`src/rtl/mem_arb.sv`:
```
// mem_arb -- two-port arbiter in front of a single-port synchronous memory.
// An instruction-fetch port (read only) and a data port (read/write) share
// one memory. Every transaction walks IDLE -> ISSUE -> RESP, which gives one
// access per three cycles.
//
// Optional feature macro: ARB_RR_EN
//   defined   : ties alternate between the ports (round-robin, fetch wins the
//               first tie after reset).
//   undefined : the data port wins every tie and no pointer is built.
//
// Handshake: a requester raises *_req with its address (and write data)
// and holds it until it sees its one-cycle *_ack. The request is captured
// on the rising edge where the arbiter is IDLE and sees *_req high. From
// then on the requester inputs are ignored for that transaction, and the
// ack still pulses if *_req is dropped. For reads, *_rdata is valid in the
// ack cycle and keeps that value until the next ack to the same port. A
// *_req still high in the cycle after its ack counts as a new request.
module mem_arb #(
  parameter int AW = 16,
  parameter int DW = 32
) (
  input  logic          clk,
  input  logic          rst_f,
  input  logic          f_req,
  input  logic [AW-1:0] f_addr,
  output logic          f_ack,
  output logic [DW-1:0] f_rdata,
  input  logic          d_req,
  input  logic          d_we,
  input  logic [AW-1:0] d_addr,
  input  logic [DW-1:0] d_wdata,
  output logic          d_ack,
  output logic [DW-1:0] d_rdata,
  output logic          mem_en,
  output logic          mem_we,
  output logic [AW-1:0] mem_addr,
  output logic [DW-1:0] mem_wdata,
  input  logic [DW-1:0] mem_rdata,
  output logic          busy,
  output logic [1:0]    fsm_state
);

  typedef enum logic [1:0] {
    IDLE  = 2'd0,
    ISSUE = 2'd1,
    RESP  = 2'd2
  } state_t;

  state_t        state;
  logic          sel_d;      // latched winner: 1 = data port, 0 = fetch port
  logic          lat_we;     // latched write flag of the current transaction
  logic [DW-1:0] f_rdata_q;  // last fetch read result, held between acks
  logic [DW-1:0] d_rdata_q;  // last data read result, held between acks
  logic          pick_d;     // arbitration decision for this IDLE cycle

`ifdef ARB_RR_EN
  // Round-robin pointer: 1 means the data port was served last. It resets to
  // "data last" so that fetch wins the first tie.
  logic last_d;

  // Remember which port was served; updated in the ack cycle.
  always_ff @(posedge clk or negedge rst_f) begin
    if (!rst_f) begin
      last_d <= 1'b1;
    end else if (state == RESP) begin
      last_d <= sel_d;
    end
  end

  // On a tie the port that was not served last wins.
  assign pick_d = d_req & (~f_req | ~last_d);
`else
  // Fixed priority: the data port always wins a tie.
  assign pick_d = d_req;
`endif

  // Main FSM. The memory strobes, acks and busy are all registered here. The
  // asynchronous reset clears them the moment rst_f falls, so an access in
  // ISSUE is cut off before the memory can see another rising edge.
  always_ff @(posedge clk or negedge rst_f) begin
    if (!rst_f) begin
      state     <= IDLE;
      sel_d     <= 1'b0;
      lat_we    <= 1'b0;
      mem_en    <= 1'b0;
      mem_we    <= 1'b0;
      mem_addr  <= '0;
      mem_wdata <= '0;
      f_ack     <= 1'b0;
      d_ack     <= 1'b0;
      busy      <= 1'b0;
      f_rdata_q <= '0;
      d_rdata_q <= '0;
    end else begin
      f_ack <= 1'b0;
      d_ack <= 1'b0;
      case (state)
        IDLE: begin
          if (f_req || d_req) begin
            // The memory address/data registers double as the transaction
            // latch, so later requester changes cannot leak in.
            state     <= ISSUE;
            sel_d     <= pick_d;
            lat_we    <= pick_d & d_we;
            mem_en    <= 1'b1;
            mem_we    <= pick_d & d_we;
            mem_addr  <= pick_d ? d_addr : f_addr;
            mem_wdata <= pick_d ? d_wdata : '0;
            busy      <= 1'b1;
          end
        end
        ISSUE: begin
          // The memory samples the access on this edge. The read data
          // appears during RESP, together with the ack.
          state  <= RESP;
          mem_en <= 1'b0;
          mem_we <= 1'b0;
          f_ack  <= ~sel_d;
          d_ack  <= sel_d;
        end
        RESP: begin
          // Capture the read data so the port keeps seeing it after the ack.
          state <= IDLE;
          busy  <= 1'b0;
          if (!sel_d) begin
            f_rdata_q <= mem_rdata;
          end else if (!lat_we) begin
            d_rdata_q <= mem_rdata;
          end
        end
        default: begin
          state  <= IDLE;
          mem_en <= 1'b0;
          mem_we <= 1'b0;
          busy   <= 1'b0;
        end
      endcase
    end
  end

  // Read data: in the ack cycle, pass the memory output straight through.
  // Otherwise, show the value captured at the last ack.
  always_comb begin
    f_rdata = f_rdata_q;
    d_rdata = d_rdata_q;
    if (f_ack) begin
      f_rdata = mem_rdata;
    end
    if (d_ack && !lat_we) begin
      d_rdata = mem_rdata;
    end
  end

  // Debug view of the FSM state.
  assign fsm_state = state;

endmodule
```
`config.mk`:
```
export PLATFORM = sky130hd
export DESIGN_NAME = mem_arb
export DESIGN_NICKNAME = d
export VERILOG_FILES = /design/src/rtl/mem_arb.sv
export SDC_FILE = /design/constraint.sdc
export NUM_CORES = 1
export LEC_CHECK = 0
export CAP_MARGIN = 10
export CORE_MARGIN = 5
export CORE_UTILIZATION = 39
export CTS_CLUSTER_DIAMETER = 40
export DETAILED_ROUTE_END_ITERATION = 10
export GPL_TIMING_DRIVEN = 0
export PLACE_DENSITY = 0.84
export SLEW_MARGIN = 20
export SYNTH_ARGS = -nofsm -noshare
export SYNTH_HDL_FRONTEND = slang
export SYNTH_SLANG_ARGS = --single-unit
```
`constraint.sdc`:
```
create_clock -name clk -period 1.4 [get_ports clk]
set_input_delay 0.28 -clock clk [delete_from_list [all_inputs] [get_ports clk]]
set_output_delay 0.28 -clock clk [all_outputs]
set_load 0.05 [all_outputs]
```
==> reports/metrics.yaml, run 1 <==
run_status:
  status: "complete, but fails checks"
  failed_checks: "negative setup slack"
sta:
  setup_viol: 173
  whs_ns: 0.314
  fmaxAchievable_ghz: 0.499
  setup_ws_ns: -0.605
  grt_setup_unrepaired: "true"
  worst_pin_slew_ns: 0.634
  slew_headroom_pct: 57.7
  finalCritPeriodShare_pct: 143
  skew_ns: 0.00641
  period_needed_ns: 2.01
  drv_slew: 0
  hold_viol: 0
floorplanning:
  ios: 220
  rows: 43
  dieArea_sq_mm: 0.0164
  die_h_um: 128
  initial_core_util_pct: 39.5
  die_w_um: 128
  core_sq_mm: 0.0138
layout:
  design_area_sq_mm: 0.00976
  diodes: 0
  drive_gt1_share_pct: 59.1
  nNetsFinal: 738
  post-route-util_pct: 70.9
  fin_cells: 830
  fillCellCount: 931
  syn2layout_area_growth_pct: 79.2
synthesis:
  synth_warnings: 0
  seq_area_frac_synth_pct: 55.6
  syn-cell-area_sq_mm: 0.00545
  synth_cell_types: 24
  synthCells: 357
  synthesis.nets: 458
  synth_seq_cells: 121
  syn_area_per_cell_sq_um: 15.3
setup_path:
  r2r_start: "lat_we"
  crit_path_end_kind: "primary output"
  critPathLaunchType: "flop"
  rr_worst_depth: 7
  worstSetupPathType: "reg -> out"
  rrSetupSlack_ns: -0.40
  cp.arrival_ns: 1.73
  crit_required_ns: 1.12
  worst-path-max-fanout: 10
  r2r-end: "d_rdata_q[8]"
cts:
  cts_tree: "yes"
  root_buffer: "clkbuf_16"
  clockBufferDepth: 2
  clkTransAtPathRegs_ns: 0.05
  htreeDepth: 4
  numCtsBuffers: 17
  clk_latency_ns: 0.41
  cts.sinks: 121
global_route:
  grt_overflow: 0
  grt_start_max_net_pins: 66
  grt.total_usage_pct: 21.6
  grt_pass1_wl_um: 27200
  antenna_found_initial: 0
  grt_pass1_vias: 4893
hold_path:
  worstHoldStart: "d_req"
  hp-class: "in -> reg"
  hold_end: "mem_addr[1]"
  min_path_cells: 3
place:
  place_area_sq_mm: 0.00836
  globalplace.congestion: 0.747
  hpwl_um: 11100
  dp_cells: 756
  port_buffers: 218
route:
  vias: 4188
  drtIter0Drc: 172
  dr.pass1.iters: 4
  route.detailed.drc: 0
  viasPerCell: 5.05
  antenna_left: 0
  wl_um: 17400
  wire_per_inst_um: 21.0
flow_run:
  cap_violations: 0
[cell type report]
type                    instances  area [sq um]  share of cell area, %
flip-flops and latches        121          3030                   31.1
clock buffers                  24           482                   4.94
well taps                     180           225                   2.31
repair buffers                264          2760                   28.3
inverters                       3          18.8                  0.192
plain buffers                  22           363                   3.72
multi-input cells             208          2760                   28.3
clock inverters                 8           118                   1.21
[worst max-delay path by stage]
stage                      start           end
detailed placement        lat_we    d_rdata[6]
global route              lat_we   d_rdata[12]
CTS                       lat_we   d_rdata[12]
finish                    lat_we   d_rdata[12]
global placement           rst_f  fsm_state[0]
floorplan           fsm_state[1]  mem_addr[10]
[cell usage in the layout, fill, tap and decap left out, types with 2 or more instances in the layout]
| cell type | count |
|---|---|
| buf_2 | 53 |
| buf_12 | 14 |
| mux2_4 | 143 |
| clkbuf_8 | 3 |
| clkbuf_1 | 5 |
| nor2b_1 | 2 |
| clkdlybuf4s50_1 | 98 |
| buf_6 | 71 |
| dfrtp_2 | 4 |
| buf_4 | 13 |
| a22o_1 | 33 |
| inv_1 | 2 |
| o21ai_0 | 3 |
| clkbuf_16 | 20 |
| mux2_2 | 17 |
| buf_8 | 20 |
| buf_16 | 11 |
| bufinv_16 | 3 |
| clkinv_2 | 4 |
| nor3b_4 | 2 |
| dfrtp_1 | 117 |
[cells by family after synthesis]
family / after synthesis / synth area share [%]
muxes: 160 / 33.7
AOI/OAI and AO/OA: 38 / 5.81
DFF: 121 / 55.6
and+or+nand+nor: 10 / 1.47
buffers and inverters: 28 / 3.42
[per-layer routing]
| layer | GRT usage (%) | wire [um] | up-vias |
|---|---|---|---|
| li1 | - | - | 1882 |
| met1 | 23.7 | 6450 | 2121 |
| met2 | 39.5 | 9530 | 154 |
| met3 | 5.75 | 1070 | 31 |
| met4 | 8.49 | 357 | 0 |
| met5 | 0 | 0 | - |
[stage by stage]
| step | setup TNS (ns) | setup slack (ns) |
|---|---|---|
| 2_1_floorplan | -27.76 | -0.284 |
| 3_3_place_gp | -631.16 | -4.97 |
| 3_5_place_dp | -86.30 | -0.774 |
| 4_1_cts | -56.06 | -0.643 |
| 5_1_grt | -61.28 | -0.650 |
| 6_report | -54.62 | -0.605 |
[repair_timing]
action,CTS,global route
resized for setup,815,36
hold buffers,1,0
buffers inserted,22,11
endpoints found under the hold margin,64,0
endpoints found under the setup margin,225,181
cloned,13,1
pin swaps,8,6
[critical path: stages (launching register included)]
cell,delay (ns)
dfrtp_1,0.39
nand2b_4,0.25
buf_12,0.20
mux2_4,0.31
buf_8,0.15
[cells in the mapped netlist, drive strengths merged]
master | count | area share (%)
mux2 | 160 | 34
dfrtp | 121 | 56
a22o | 33 | 5.3
buf | 18 | 2.6
clkbuf | 7 | 0.48
inv | 3 | 0.34
o21ai | 3 | 0.28
nor2b | 2 | 0.23
nor3b | 2 | 0.46
a21o | 1 | 0.14
a21oi | 1 | 0.092
and2 | 1 | 0.11
and4bb | 1 | 0.23
nand2b | 1 | 0.11
nand3b | 1 | 0.14
nor2 | 1 | 0.069
or3 | 1 | 0.11
[state kept, by name, summed over array words and instances (netlist names)]
name       count
d_rdata_q     32
f_rdata_q     32
mem_wdata     32
mem_addr      16
fsm_state      2
busy           1
d_ack          1
f_ack          1
lat_we         1
mem_en         1
mem_we         1
sel_d          1
Power of run 1 is left out: the tool's default activity adds up to more than one toggle a clock period on the data nets, which glitch-free logic cannot reach.
==> inputs of run 2 (changes only) <==
Settings changed: SLEW_MARGIN 20 to 25.
==> reports/metrics.yaml, run 2 (synthesis gave the netlist of run 1 again) <==
cts:
  htreeDepth: 4  # unchanged
  cts.sinks: 121  # unchanged
  clockBufferDepth: 2  # unchanged
  numCtsBuffers: 17  # unchanged
  clk_latency_ns: 0.41  # about the same
  cts_tree: "yes"
  root_buffer: "clkbuf_16"
  clkTransAtPathRegs_ns: 0.05  # about the same
sta:
  fmaxAchievable_ghz: 0.499  # about the same
  setup_viol: 173  # unchanged
  skew_ns: 0.00638  # -0.0000248 ns
  slew_headroom_pct: 62.9  # +5.1 points
  finalCritPeriodShare_pct: 143  # about the same
  worst_pin_slew_ns: 0.557  # -0.0769 ns
  drv_slew: 0  # unchanged
  grt_setup_unrepaired: "true"
  period_needed_ns: 2.00  # -0.000147 ns
  setup_ws_ns: -0.605  # +0.000147 ns
  hold_viol: 0  # unchanged
global_route:
  grt_start_max_net_pins: 66  # unchanged
  antenna_found_initial: 0  # unchanged
  grt.total_usage_pct: 21.7  # +0.062 points
  grt_pass1_wl_um: 27200  # +0.13%
  grt_overflow: 0  # unchanged
  grt_pass1_vias: 4882  # -0.22%
layout:
  fin_cells: 830  # unchanged
  diodes: 0  # unchanged
  final_common_cell: "mux2_4"
  nNetsFinal: 738  # unchanged
  syn2layout_area_growth_pct: 79.3  # about the same
  layout_common_cells: "143 x mux2_4, 117 x dfrtp_1, 98 x clkdlybuf4s50_1"
  post-route-util_pct: 70.9  # about the same
  reg.largest.list: "d_rdata_q x32, f_rdata_q x32, mem_wdata x32"
  drive_gt1_share_pct: 59.1  # unchanged
route:
  route.detailed.drc: 0  # unchanged
  dr.pass1.iters: 4  # unchanged
  antenna_left: 0  # unchanged
  wl_um: 17400  # +0.18%
  wire_per_inst_um: 21.0  # +0.18%
  vias: 4171  # -0.41%
  viasPerCell: 5.03  # -0.41%
  drtIter0Drc: 158  # -8.1%
floorplanning:
  initial_core_util_pct: 39.5  # unchanged
  rows: 43  # unchanged
  die_w_um: 128  # unchanged
  ios: 220  # unchanged
  die_h_um: 128  # unchanged
  dieArea_sq_mm: 0.0164  # unchanged
  core_sq_mm: 0.0138  # unchanged
setup_path:
  worstSetupPathType: "reg -> out"
  cp.arrival_ns: 1.72  # about the same
  slowest_delay_ns: 0.39  # about the same
  worst-path-max-fanout: 10  # unchanged
  cp_top_family: "flip-flops"
  critPathLaunchType: "flop"
  crit_required_ns: 1.12  # about the same
  worstPathCellList: "nand2b_4 > buf_12 > mux2_4 > buf_8"
  crit_slowest_cell: "dfrtp_1"
  path_buf_inv: 2  # unchanged
  crit_path_end_kind: "primary output"
run_status:
  status: "complete, but fails checks"
  failed_checks: "negative setup slack"
place:
  pre_cts_ws_ns: -0.774  # unchanged
  port_buffers: 218  # unchanged
  hpwl_um: 11100  # about the same
  globalplace.congestion: 0.747  # unchanged
  dp_cells: 756  # unchanged
flow_run:
  cap_violations: 0  # unchanged
hold_path:
  hp-class: "in -> reg"
[run 2: path summary, 6_finish.rpt]
| kind | from | endpoint | slack [ns] | cells past startpoint |
|---|---|---|---|---|
| setup / recovery | lat_we | d_rdata[12] | -0.60 | 4 |
| hold / removal | d_req | mem_addr[1] | 0.31 | 3 |
| setup reg to reg | lat_we | d_rdata_q[8] | -0.40 | 7 |
| hold reg to reg | mem_wdata[7] | mem_wdata[7] | 0.51 | 1 |
| max in group asynchronous | rst_f | d_rdata_q[7] | 0.33 | 3 |
| min in group asynchronous | rst_f | d_rdata_q[23] | 0.41 | 2 |
[run 2: layout make-up]
| type | instances | area [sq um] |
|---|---|---|
| buffer | 22 | 363 |
| clock buffer | 24 | 482 |
| clock inverter | 8 | 118 |
| fill | 933 | 4010 |
| inverter | 3 | 18.8 |
| multi-input combinational | 208 | 2760 |
| sequential | 121 | 3030 |
| tap | 180 | 225 |
| timing repair buffer | 264 | 2760 |
[run 2: worst reg2reg max path, cell delays in order, from the launching register on]
cell and delay, ns:
dfrtp_1 0.39, buf_4 0.14, buf_6 0.11, and4bb_2 0.32, clkbuf_16 0.19, buf_12 0.12
buf_16 0.12, mux2_4 0.29
[run 2: what timing repair did]
item | 4_1_cts | 5_1_grt
setup endpoints to repair | 225 | 181
endpoints found under the hold margin | 64 | 0
pin swaps | 8 | 6
gates cloned | 13 | 1
buffers inserted | 22 | 11
resized for setup | 815 | 36
hold buffers | 1 | 0
[run 2: metal layers]
metal	vias to the layer above	track usage, %	routed length [um]	share of wire (%)
met1	2119	23.9	6540	37
met2	146	39.9	9590	55
met4	0	7.93	298	1.7
met3	26	5.63	1020	5.8
li1	1880	-	-	-
met5	-	0	0	0
[run 2: metrics by stage]
step	setup TNS (ns)	hold slack, ns	cell area (sq um)
after floorplan	-27.76	-0.0156	5920
after global placement	-631.16	0.489	8330
after detailed placement	-86.30	0.261	8360
after CTS	-56.06	0.291	9680
after global routing	-61.29	0.318	9760
final	-54.56	0.314	9760
Power of run 2 is left out for the same reason.
